### src/rtl/fetch_ctrl_pkg.sv
// Shared core types for the IF stage.
// Holds the fetch FSM encoding and fetch constants.
package core_pkg;

    typedef enum logic [1:0] {
        REQ,
        WAIT,
        FULL,
        DRAIN
    } fetch_state_t;

    localparam logic [31:0] NOP = 32'h0000_0013;
    localparam int PC_INC = 4;

endpackage

### src/rtl/fetch_ctrl_if.sv
// Fetch bus: imem request/response plus IF/ID handshake.
// master = fetch controller, slave = memory and ID side.
interface fetch_ctrl_if #(
    parameter int PC_W    = 6,
    parameter int INSTR_W = 32
);

    logic               imem_req;
    logic [PC_W-1:0]    imem_addr;
    logic               imem_rvalid;
    logic [INSTR_W-1:0] imem_rdata;
    logic               id_valid;
    logic               id_ready;
    logic [PC_W-1:0]    id_pc;
    logic [INSTR_W-1:0] id_instr;

    modport master (
        output imem_req,
        output imem_addr,
        input  imem_rvalid,
        input  imem_rdata,
        output id_valid,
        input  id_ready,
        output id_pc,
        output id_instr
    );

    modport slave (
        input  imem_req,
        input  imem_addr,
        output imem_rvalid,
        output imem_rdata,
        input  id_valid,
        output id_ready,
        input  id_pc,
        input  id_instr
    );

endinterface

### src/rtl/fetch_ctrl.sv
// IF-stage fetch controller: single-outstanding imem fetch,
// IF/ID buffer with valid/ready, EX redirects with stale drop.
module fetch_ctrl
    import core_pkg::*;
#(
    parameter int PC_W    = 6,
    parameter int INSTR_W = 32,
    parameter logic [INSTR_W-1:0] NOP_INSTR = INSTR_W'(NOP)
) (
    input  logic            clk,
    input  logic            rst,
    input  logic [PC_W-1:0] pc_cur,
    output logic [PC_W-1:0] pc_next,
    input  logic            redirect_valid,
    input  logic [PC_W-1:0] redirect_pc,
    fetch_ctrl_if.master    bus
);

    fetch_state_t state_q;
    fetch_state_t state_d;

    logic               id_valid_q;
    logic [PC_W-1:0]    id_pc_q;
    logic [INSTR_W-1:0] id_instr_q;

    logic            req;
    logic            capture;
    logic            drop;
    logic [PC_W-1:0] pc_d;
    logic [PC_W-1:0] target;
    logic [PC_W-1:0] pc_inc;

    assign target = {redirect_pc[PC_W-1:2], 2'b00};
    assign pc_inc = pc_cur + PC_W'(PC_INC);

    // FSM state register
    always_ff @(posedge clk or posedge rst) begin
        if (rst) begin
            state_q <= REQ;
        end else begin
            state_q <= state_d;
        end
    end

    // Next state, request strobe and PC selection
    always_comb begin
        state_d = state_q;
        req     = 1'b0;
        capture = 1'b0;
        drop    = 1'b0;
        pc_d    = pc_cur;
        unique case (state_q)
            REQ: begin
                if (redirect_valid) begin
                    pc_d = target;
                end else begin
                    req     = 1'b1;
                    state_d = WAIT;
                end
            end
            WAIT: begin
                if (redirect_valid) begin
                    pc_d    = target;
                    state_d = bus.imem_rvalid ? REQ : DRAIN;
                end else if (bus.imem_rvalid) begin
                    capture = 1'b1;
                    pc_d    = pc_inc;
                    state_d = FULL;
                end
            end
            FULL: begin
                if (redirect_valid) begin
                    drop    = 1'b1;
                    pc_d    = target;
                    state_d = REQ;
                end else if (bus.id_ready) begin
                    req     = 1'b1;
                    drop    = 1'b1;
                    state_d = WAIT;
                end
            end
            DRAIN: begin
                // the in-flight response retires the slot even if
                // a new redirect lands in the same cycle
                if (redirect_valid) begin
                    pc_d = target;
                end
                if (bus.imem_rvalid) begin
                    state_d = REQ;
                end
            end
            default: state_d = REQ;
        endcase
    end

    // IF/ID buffer: capture on response, clear on hand-off/flush
    always_ff @(posedge clk or posedge rst) begin
        if (rst) begin
            id_valid_q <= 1'b0;
            id_pc_q    <= '0;
            id_instr_q <= NOP_INSTR;
        end else if (capture) begin
            id_valid_q <= 1'b1;
            id_pc_q    <= pc_cur;
            id_instr_q <= bus.imem_rdata;
        end else if (drop) begin
            id_valid_q <= 1'b0;
            id_instr_q <= NOP_INSTR;
        end
    end

    assign bus.imem_req  = req & ~rst;
    assign bus.imem_addr = pc_cur;
    assign pc_next       = rst ? pc_cur : pc_d;

    assign bus.id_valid = id_valid_q;
    assign bus.id_pc    = id_pc_q;
    assign bus.id_instr = id_valid_q ? id_instr_q : NOP_INSTR;

endmodule

### src/flat_wrapper.sv
// flat-port wrapper written by rule: the top's interface ports become plain ports
module fetch_ctrl_flat import core_pkg::*;
#(
    parameter int PC_W    = 6,
    parameter int INSTR_W = 32,
    parameter logic [INSTR_W-1:0] NOP_INSTR = INSTR_W'(NOP)
)
  (clk, rst, pc_cur, pc_next, redirect_valid, redirect_pc, bus_imem_req, bus_imem_addr, bus_imem_rvalid, bus_imem_rdata, bus_id_valid, bus_id_ready, bus_id_pc, bus_id_instr);
  fetch_ctrl_if #(.PC_W(PC_W), .INSTR_W(INSTR_W)) bus_i ();
  input  logic clk;
  input  logic rst;
  input  logic [PC_W-1:0] pc_cur;
  output logic [PC_W-1:0] pc_next;
  input  logic redirect_valid;
  input  logic [PC_W-1:0] redirect_pc;
  output wire logic [$bits(bus_i.imem_req)-1:0] bus_imem_req;
  output wire logic [$bits(bus_i.imem_addr)-1:0] bus_imem_addr;
  input wire logic [$bits(bus_i.imem_rvalid)-1:0] bus_imem_rvalid;
  input wire logic [$bits(bus_i.imem_rdata)-1:0] bus_imem_rdata;
  output wire logic [$bits(bus_i.id_valid)-1:0] bus_id_valid;
  input wire logic [$bits(bus_i.id_ready)-1:0] bus_id_ready;
  output wire logic [$bits(bus_i.id_pc)-1:0] bus_id_pc;
  output wire logic [$bits(bus_i.id_instr)-1:0] bus_id_instr;
  assign bus_imem_req = bus_i.imem_req;
  assign bus_imem_addr = bus_i.imem_addr;
  assign bus_i.imem_rvalid = bus_imem_rvalid;
  assign bus_i.imem_rdata = bus_imem_rdata;
  assign bus_id_valid = bus_i.id_valid;
  assign bus_i.id_ready = bus_id_ready;
  assign bus_id_pc = bus_i.id_pc;
  assign bus_id_instr = bus_i.id_instr;
  fetch_ctrl #(.PC_W(PC_W), .INSTR_W(INSTR_W), .NOP_INSTR(NOP_INSTR)) u_core (.clk(clk), .rst(rst), .pc_cur(pc_cur), .pc_next(pc_next), .redirect_valid(redirect_valid), .redirect_pc(redirect_pc), .bus(bus_i));
endmodule
### config.mk
export PLATFORM = sky130hd
export DESIGN_NAME = fetch_ctrl_flat
export DESIGN_NICKNAME = d
export VERILOG_FILES = /design/src/rtl/fetch_ctrl_pkg.sv /design/src/rtl/fetch_ctrl_if.sv /design/src/rtl/fetch_ctrl.sv /design/src/flat_wrapper.sv
export SDC_FILE = /design/constraint.sdc
export NUM_CORES = 1
export LEC_CHECK = 0
export ABC_AREA = 1
export BUFFER_PORTS_ARGS = -buffer_cell sky130_fd_sc_hd__buf_2
export CAP_MARGIN = 20
export CORE_UTILIZATION = 44
export CTS_BUF_LIST = sky130_fd_sc_hd__clkbuf_4
export DETAILED_ROUTE_END_ITERATION = 10
export PLACE_DENSITY = 0.86
export RECOVER_POWER = 100
export SLEW_MARGIN = 20
export SYNTH_ARGS = -nofsm -noshare
export SYNTH_HDL_FRONTEND = slang
export SYNTH_SLANG_ARGS = --single-unit
### constraint.sdc
create_clock -name clk -period 1.5 [get_ports clk]
set_input_delay 0.075 -clock clk [delete_from_list [all_inputs] [get_ports clk]]
set_output_delay 0.075 -clock clk [all_outputs]
set_load 0.005 [all_outputs]
==> flow_metrics.env <==
export IMPL_status="finished clean"
export IMPL_wl_mm=6.06
export IMPL_clkTransAtPathRegs_ns=0.10
export IMPL_m1WireLength_mm=2.34
export IMPL_fin_area_sq_mm=0.00327
export IMPL_switching_share=0.386
export IMPL_io_buffers=98
export IMPL_cap_violations=0
export IMPL_cpPeakStageDelay_ns=0.40
export IMPL_areaGrowthSynthToFinish_pct=46.5
export IMPL_path_cells="inv_2 > nor2_8 > buf_6 > nand4_1 > nand3_1 > nand2_1 > buf_2"
export IMPL_synth_ff_type="dfrtp_1"
export IMPL_synth_cell_area_sq_mm=0.00223
export IMPL_fin_nets=498
export IMPL_die_w_microns=73.2
export IMPL_timing_final_crit_share=1.00
export IMPL_yosysSeqAreaShare=0.462
export IMPL_cts_buffers=5
export IMPL_ant_nets=0
export IMPL_p_leak_nw=2.03
export IMPL_placedCellCount=465
export IMPL_wire_per_inst_microns=11.7
export IMPL_die_h_microns=73.2
export IMPL_required_ns=1.42
export IMPL_grt_pass1_vias=2338
export IMPL_grt_util_all_layers=0.240
export IMPL_viasPerCell=4.64
export IMPL_drt_pass1_iter_count=4
export IMPL_gp_congestion=0.797
export IMPL_io_pins=101
export IMPL_pwr_share_comb=0.461
export IMPL_synth_edff_count=0
export IMPL_end_kind="output pin"
export IMPL_globalRouteOverflowTotal=0
export IMPL_yosysUniqueCellTypes=23
export IMPL_num_antenna_cells=0
export IMPL_drive_gt1_frac=0.292
export IMPL_cts_htree_levels=2
export IMPL_fin_crit_ns=1.50
export IMPL_synth_avg_cell_area_sq_um=7.21
export IMPL_top_layer="met4"
export IMPL_cts_tree="built"
export IMPL_maxSlewViolCount=0
export IMPL_cp_max_fo=4
export IMPL_cts_root_buf="clkbuf_4"
export IMPL_route_met3_wl_microns=317
export IMPL_layout_common_cells="128 x nand2_1, 85 x buf_2, 39 x inv_1"
export IMPL_vdd_ir_drop_max_mv=0.892
export IMPL_critPathLaunchType="register"
export IMPL_ys_async_sr_fraction=1.00
export IMPL_antenna_found_initial=0
export IMPL_hold_viol_final=0
export IMPL_crit_family="flip-flops"
export IMPL_p_int_mw=3.03
export IMPL_critical_path_class="reg2out"
export IMPL_setup_viol=0
export IMPL_grt_setup_unrepaired="yes"
export IMPL_num_rows=25
export IMPL_yosys_warnings=0
export IMPL_via_count=2394
export IMPL_postPlaceCellArea_sq_mm=0.00276
export IMPL_min_from="pc_cur[5]"
export IMPL_drt_iter0_drc=95
export IMPL_insertion_delay_ns=0.34
export IMPL_start_util=0.466
export IMPL_final_common_cell="nand2_1"
export IMPL_r2r_start="u_core.state_q[0]"
export IMPL_dp_hpwl_mm=3.88
export IMPL_cts_sink_count=41
export IMPL_grt_max_degree=22
export IMPL_synth_net_count=359
export IMPL_pwr_share_clk=0.142
export IMPL_pwr_share_seq=0.397
export IMPL_path_buf_inv=3
export IMPL_synth_seq_cells=41
export IMPL_hp_class="in2reg"
export IMPL_die_area_sq_mm=0.00535
export IMPL_drc_errors=0
export IMPL_critPathSlowestCell="dfrtp_1"
export IMPL_worstMarginPinSlew_ns=0.517
export IMPL_cts_max_path_buffers=2
export IMPL_cp_arrival_ns=1.42
export IMPL_p_sw_mw=1.91
export IMPL_core_sq_mm=0.00479
export IMPL_p_per_area_mw_per_mm2=1510
export IMPL_synthCells=309
export IMPL_fin_skew_ns=0.0101
export IMPL_grt_pass1_wl_mm=9.76
export IMPL_max_freq_ghz=0.667
export IMPL_instances_no_fill=516
export IMPL_dr_wl_met2_mm=3.34
export IMPL_startpoint="u_core.state_q[0]"
export IMPL_slew_headroom=0.656
==> final cells by class <==
| type | count | area (sq um) |
|---|---|---|
| Sequential cell | 41 | 1030 |
| Timing Repair Buffer | 153 | 986 |
| Inverter | 43 | 178 |
| Fill cell | 412 | 1520 |
| Clock inverter | 2 | 33.8 |
| Clock buffer | 6 | 45.0 |
| Tap cell | 67 | 83.8 |
| Multi-Input combinational cell | 204 | 908 |
==> final timing paths <==
kind                                   endpoint  slack [ns]  cells after the start
setup / recovery                     pc_next[4]      0.0007                      7
hold / removal              u_core.bus.id_pc[5]        0.04                      3
setup reg to reg           u_core.id_instr_q[8]        0.04                      7
max in group asynchronous  u_core.id_instr_q[1]        0.52                      4
min in group asynchronous     u_core.state_q[1]        0.60                      4
hold reg to reg             u_core.bus.id_pc[2]        0.50                      2
==> repair_timing <==
action | 4_1_cts | 5_1_grt
pin swaps | 3 | 0
buffers inserted | 6 | 1
endpoints found under the hold margin | 73 | 0
hold buffers | 36 | 0
gates resized for setup | 8 | 3
endpoints found under the setup margin | 4 | 7
==> Yosys cell counts (2+ instances only) <==
master / count / area (sq um)
nor2_1: 11 / 41.3
nand3_1: 37 / 185
buf_2: 5 / 25.0
a21oi_1: 4 / 20.0
o21ai_0: 9 / 45.0
inv_1: 40 / 150
dfrtp_1: 38 / 951
clkbuf_1: 4 / 15.0
o21ai_1: 6 / 30.0
nand2_1: 129 / 484
buf_6: 6 / 67.6
dfstp_2: 3 / 78.8
buf_4: 6 / 45.0
inv_2: 2 / 7.51
==> power by group through the flow <==
stage	combinational (mW)	sequential, mW	clock (mW)
after floorplan	1.31	1.93	0
after global placement	2.00	1.94	0
after detailed placement	2.07	1.98	0
after CTS	2.30	1.95	0.737
after global routing	2.57	2.02	0.779
final	2.28	1.96	0.700
==> stage by stage <==
stage          hold WS (ns)  utilization  setup TNS (ns)  worst slack (ns)  power (mW)
6_report             0.0370        0.682               0          0.000674        4.94
5_1_grt              0.0275        0.682           -1.00            -0.125        5.38
4_1_cts              0.0126        0.684         -0.0436           -0.0237        4.99
3_5_place_dp          0.280        0.576               0             0.132        4.05
3_3_place_gp          0.271        0.576               0             0.183        3.94
2_1_floorplan        0.0848            -               0             0.297        3.24
==> per-layer routing <==
metal	vias up	track usage
met5	-	0
met4	0	0.0697
met3	6	0.0552
met2	81	0.474
met1	1090	0.246
li1	1217	-
==> state kept, by name, summed over array words and instances, names as in the netlist <==
name,count
u_core.id_instr_q,32
u_core.bus.id_pc,6
u_core.state_q,2
u_core.bus.id_valid,1
==> cells by family after synthesis <==
group | synth area share
simple gates | 0.344
fa+ha+maj | 0.00561
buf+inv | 0.141
compound gates | 0.0466
flops | 0.462
==> worst reg2reg max path, delay by kind of cell (launching register included) <==
family        cells  cell delay (ns)
buf+inv           3             0.53
simple gates      4             0.44
flops             1             0.40
Note: power is estimated with default switching activity, not from simulation.
